==> config.mk <==
export PLATFORM = sky130hd
export DESIGN_NAME = contador_sched
export DESIGN_NICKNAME = d
export VERILOG_FILES = /design/src/rtl/contador_sched.sv
export SDC_FILE = /design/constraint.sdc
export NUM_CORES = 1
export LEC_CHECK = 0
export CAP_MARGIN = 20
export CELL_PAD_IN_SITES_DETAIL_PLACEMENT = 1
export CELL_PAD_IN_SITES_GLOBAL_PLACEMENT = 2
export CORE_MARGIN = 2
export CORE_UTILIZATION = 29
export CTS_BUF_LIST = sky130_fd_sc_hd__clkbuf_16
export CTS_CLUSTER_SIZE = 30
export DETAILED_ROUTE_END_ITERATION = 8
export GPL_ROUTABILITY_DRIVEN = 0
export PLACE_DENSITY_LB_ADDON = 0.3
export SLEW_MARGIN = 40
export SYNTH_ARGS = -nofsm -noshare
export SYNTH_HDL_FRONTEND = slang
export SYNTH_SLANG_ARGS = --single-unit
export TNS_END_PERCENT = 20
==> constraint.sdc <==
create_clock -name clk -period 2 [get_ports clk]
set_input_delay 0.3 -clock clk [delete_from_list [all_inputs] [get_ports clk]]
set_output_delay 0.3 -clock clk [all_outputs]
set_load 0.1 [all_outputs]
==> src/rtl/contador_sched.sv <==
// contador_sched: round-robin owner arbitration for a shared 4-bit contador.
// A granted requester gets one LOAD cycle of its preset, then a RUN phase in its
// own mode until n rco pulses are seen; a watchdog aborts RUN after TIMEOUT cycles.
module contador_sched #(
   parameter logic [1:0]  LOAD_MODE = 2'b11,
   parameter int unsigned TIMEOUT   = 64
) (
   input  logic       clk,
   input  logic       reset,
   input  logic       req0,
   input  logic       req1,
   input  logic [1:0] mode0,
   input  logic [1:0] mode1,
   input  logic [3:0] d0,
   input  logic [3:0] d1,
   input  logic [3:0] n0,
   input  logic [3:0] n1,
   input  logic       cnt_rco,
   output logic       cnt_enable,
   output logic [1:0] cnt_mode,
   output logic [3:0] cnt_D,
   output logic [1:0] grant,
   output logic [1:0] done,
   output logic       err,
   output logic       busy
);

   localparam logic [7:0] TIMEOUT_C = 8'(TIMEOUT);

   typedef enum logic [2:0] {
      S_IDLE,
      S_LOAD,
      S_RUN,
      S_DONE,
      S_ERR
   } state_t;

   state_t     r_state;
   state_t     w_next;
   logic       r_owner;
   logic       r_last;
   logic [1:0] r_mode;
   logic [3:0] r_d;
   logic [3:0] r_n;
   logic [3:0] r_pulse;
   logic [7:0] r_cyc;

   logic       w_winner;
   logic [3:0] w_pulse_inc;
   logic [7:0] w_cyc_inc;
   logic       w_hit;
   logic       w_tmo;
   logic [1:0] w_onehot;

   // Arbitration and RUN-phase progress terms.
   always_comb begin
      // On contention the requester not served last wins; otherwise the lone requester.
      w_winner    = (req0 && req1) ? ~r_last : req1;
      w_pulse_inc = r_pulse + {3'b000, cnt_rco};
      w_hit       = cnt_rco && (w_pulse_inc == r_n);
      w_cyc_inc   = r_cyc + 8'd1;
      w_tmo       = (w_cyc_inc == TIMEOUT_C);
      w_onehot    = r_owner ? 2'b10 : 2'b01;
   end

   // Next-state decode; completion takes priority over the watchdog.
   always_comb begin
      w_next = r_state;
      case (r_state)
         S_IDLE:  if (req0 || req1) w_next = S_LOAD;
         S_LOAD:  w_next = (r_n != 4'd0) ? S_RUN : S_DONE;
         S_RUN: begin
            if (w_hit)      w_next = S_DONE;
            else if (w_tmo) w_next = S_ERR;
         end
         S_DONE:  w_next = S_IDLE;
         S_ERR:   w_next = S_IDLE;
         default: w_next = S_IDLE;
      endcase
   end

   // State register plus latched operands, counters and round-robin pointer.
   always_ff @(posedge clk) begin
      if (reset) begin
         r_state <= S_IDLE;
         r_owner <= 1'b0;
         r_last  <= 1'b1;
         r_mode  <= '0;
         r_d     <= '0;
         r_n     <= '0;
         r_pulse <= '0;
         r_cyc   <= '0;
      end else begin
         r_state <= w_next;
         case (r_state)
            S_IDLE: begin
               if (req0 || req1) begin
                  r_owner <= w_winner;
                  r_mode  <= w_winner ? mode1 : mode0;
                  r_d     <= w_winner ? d1 : d0;
                  r_n     <= w_winner ? n1 : n0;
                  r_pulse <= '0;
                  r_cyc   <= '0;
               end
            end
            S_RUN: begin
               r_pulse <= w_pulse_inc;
               r_cyc   <= w_cyc_inc;
            end
            S_DONE, S_ERR: r_last <= r_owner;
            default: ;
         endcase
      end
   end

   // Moore output decode from the registered state and latched operands.
   always_comb begin
      cnt_enable = 1'b0;
      cnt_mode   = 2'b00;
      cnt_D      = 4'h0;
      grant      = 2'b00;
      done       = 2'b00;
      err        = 1'b0;
      busy       = 1'b0;
      case (r_state)
         S_LOAD: begin
            cnt_enable = 1'b1;
            cnt_mode   = LOAD_MODE;
            cnt_D      = r_d;
            grant      = w_onehot;
            busy       = 1'b1;
         end
         S_RUN: begin
            cnt_enable = 1'b1;
            cnt_mode   = r_mode;
            cnt_D      = r_d;
            grant      = w_onehot;
            busy       = 1'b1;
         end
         S_DONE: begin
            grant = w_onehot;
            done  = w_onehot;
            busy  = 1'b1;
         end
         S_ERR: begin
            grant = w_onehot;
            done  = w_onehot;
            err   = 1'b1;
            busy  = 1'b1;
         end
         default: ;
      endcase
   end

endmodule

==> impl_metrics.csv <==
group,metric,value,unit
synthesis,synth.avg_cell_area,8.50,um2
synthesis,synth_fp_nets,214,
sta,rsz0062_at_grt,"no",
global_route,grt_max_degree,28,
synthesis,syn_area,0.00158,mm2
sta,setup_viol,0,
critical_path,critPathArrivalTime,1.59,ns
synthesis,ys_seq_area_frac,0.342,
global_route,grt_use_met1,0.194,
pwr,power_switching,0.00150,W
placed_design,dp.cells,292,
floorplanning,dieArea,0.00606,mm2
run_status,status,"finished, final reports clean",
pwr,vdd_drop_max,0.987,mV
sta,fin_tns_setup,0,ns
clocking,cts_buffers,3,
finish,multi_input_area,0.00107,mm2
finish,areaGrowthSynthToFinish,50.3,%
clocking,insertion_delay,0.26,ns
sta,maxSlewHeadroom,0.709,
critical_path,end_kind,"output pin",
drt,detail_route.iter0.violations,16,
synthesis,synth_edf_count,0,
sta,max_freq,529,MHz
global_route,grtUsageMet2,0.304,
sta,fin_skew,0.00169,ns
pwr,p_total,0.00320,W
synthesis,syn_inst,186,
finish,final_cell_area,0.00237,mm2
synthesis,yosysUniqueCellTypes,48,
global_route,grt_pass1_vias,1632,
pwr,clock_power_share,0.145,
clocking,h-tree-depth,1,
clocking,clk_root_buffer_cell,"clkbuf_16",
floorplanning,pin_count,38,
finish,nNetsFinal,258,
drt,avgViaCountPerCell,5.04,
drt,dr.pass1.iters,4,
synthesis,ys.flop_type,"dfxtp_1",
finish,antenna_cells,0,
finish,stdcell_count,299,
drt,route.detailed.drc,0,
floorplanning,die_height,77.8,um
floorplanning,fp.dieW,77.8,um
pwr,power.density,1350,mW/mm2
sta,fin_crit_sh,0.944,
finish,drive_gt1_frac,0.236,
critical_path,cp_max_fo,8,
synthesis,yosys_register_bits,27,
clocking,tritoncts,"done",
synthesis,synth_top_area_cell,"dfxtp_1",
drt,ant_nets,0,
global_route,met3_usage,0.0244,
run,drv_cap,0,
pwr,p_leak,0.887,nW
drt,wl,4640,um
critical_path,path_class,"reg -> out",
pwr,comb_power_share,0.620,
sta,finalHoldViolCount,0,
synthesis,synth_top_area_share,0.342,
sta,worst_pin_slew,0.436,ns
worst_hold_path,hp-class,"in -> reg",
drt,vias,1508,
floorplanning,fp.coreArea,0.00517,mm2
synthesis,postSynth.asyncResetShare,0,
global_route,grt_pass1_wl,8010,um
placed_design,dpl-instance-area,0.00223,mm2
global_route,antenna_found_initial,0,
sta,period_minus_slack,1.89,ns
clocking,holdBufCountCts,0,
pwr,p_int,0.00170,W
global_route,grt.total_usage,0.165,
clocking,clk_pin_slew_worst_paths,0.07,ns
synthesis,synth_area_leaders,"dfxtp_1 (34%), nor2_1 (7.8%), mux2i_1 (7.0%), a211oi_1 (5.7%), a21oi_1 (5.1%)",
floorplanning,initial_utilization,0.306,
critical_path,required,1.70,ns
clocking,cts_num_sinks,27,
clocking,cts_max_path_buffers,2,
finish,post-route-util,0.459,
pwr,pwr-share-seq,0.235,
finish,fill_cells,583,
drt,wl_per_cell,15.5,um
synthesis,ys_warn_count,0,
placed_design,port_buffers,37,
global_route,gr-max-usage-layer,"met2",
sta,slew_viol_final,0,
pwr,swShare,0.469,
placed_design,dp_hpwl,3570,um
finish,layout_commonest_cell,"nor2_1",
floorplanning,rows,26,
critical_path,cp-start-kind,"flip-flop",
finish,ff_latch_area,543,um2
global_route,grt_overflow,0,
finish,final_cell_mix,"nor2_1 (32), dfxtp_1 (25), clkdlybuf4s50_1 (23)",
## kinds of logic (layout without fill, tap and decap cells)
| kind of cell | after synthesis | after routing | share of synthesized area |
|---|---|---|---|
| flip-flops | 27 | 27 | 0.342 |
| XOR/XNOR | 8 | 8 | 0.0578 |
| AO/OA/AOI/OAI | 48 | 48 | 0.200 |
| adder cells (fa/ha/maj) | 3 | 3 | 0.0238 |
| buffers and inverters | 11 | 54 | 0.0340 |
| AND/OR/NAND/NOR | 78 | 78 | 0.273 |
| multiplexers | 11 | 11 | 0.0697 |
## metrics by stage
stage	hold WS (ns)	setup WS (ns)
finish	0.504	0.111
global route	0.536	0.0101
CTS	0.509	0.0149
detailed placement	0.498	-0.327
global placement	0.479	-0.221
floorplan	0.463	-0.419
## worst max-delay path, cell delays in order, from the launching register on
cell	delay, ns
dfxtp_2	0.41
or2b_4	0.32
a21oi_4	0.21
and2_1	0.21
buf_12	0.18
## final cells by class
type	count	share of cell area
Clock buffer	3	0.0316
Tap cell	70	0.0369
Clock inverter	1	0.00211
Multi-Input combinational cell	148	0.451
Sequential cell	27	0.229
Timing Repair Buffer	48	0.247
Inverter	2	0.00316
## sequential cells by signal, summed over array words and instances (netlist names)
| register | count |
|---|---|
| r_cyc | 8 |
| r_d | 4 |
| r_last | 1 |
| r_mode | 2 |
| r_n | 4 |
| r_owner | 1 |
| r_pulse | 4 |
| r_state | 3 |
## path summary, 6_finish.rpt
check,start,slack (ns),depth (start not counted),to
min,cnt_rco,0.50,4,r_pulse[0]
max reg2reg,r_pulse[0],0.22,8,r_state[0]
min reg2reg,r_d[3],0.51,2,r_d[3]
max,r_state[0],0.11,4,cnt_D[1]
## per-layer routing
metal  vias to the layer above  wire (um)
met2                        25       2480
met3                         9        144
li1                        756          -
met1                       718       1930
met5                         -          0
met4                         0         87
## cell usage after synthesis (2+ instances only)
cell type	n
a211oi_1	12
a21boi_0	2
a21oi_1	16
and2_1	5
buf_2	4
buf_4	2
clkbuf_1	2
dfxtp_1	27
ha_1	3
inv_1	2
mux2i_1	11
nand2_1	9
nand3_1	4
nand3b_1	4
nor2_1	33
nor2b_1	3
nor3_1	2
o21ai_0	6
o21ai_1	4
or3_1	3
xnor2_1	5
## power groups by stage
stage,clock (W),combinational (W),sequential (W)
2_1_floorplan,0,0.00131,0.000721
3_3_place_gp,0,0.00189,0.000750
3_5_place_dp,0,0.00194,0.000761
4_1_cts,0.000480,0.00196,0.000748
5_1_grt,0.000498,0.00211,0.000769
6_report,0.000464,0.00198,0.000750
## timing repair
action | in CTS | in global routing
gates cloned | 0 | 0
buffers inserted | 0 | 3
pin swaps | 3 | 5
setup endpoints to repair | 1 | 7
resized for setup | 2 | 7
No activity file was read; power rests on OpenSTA's default activity.
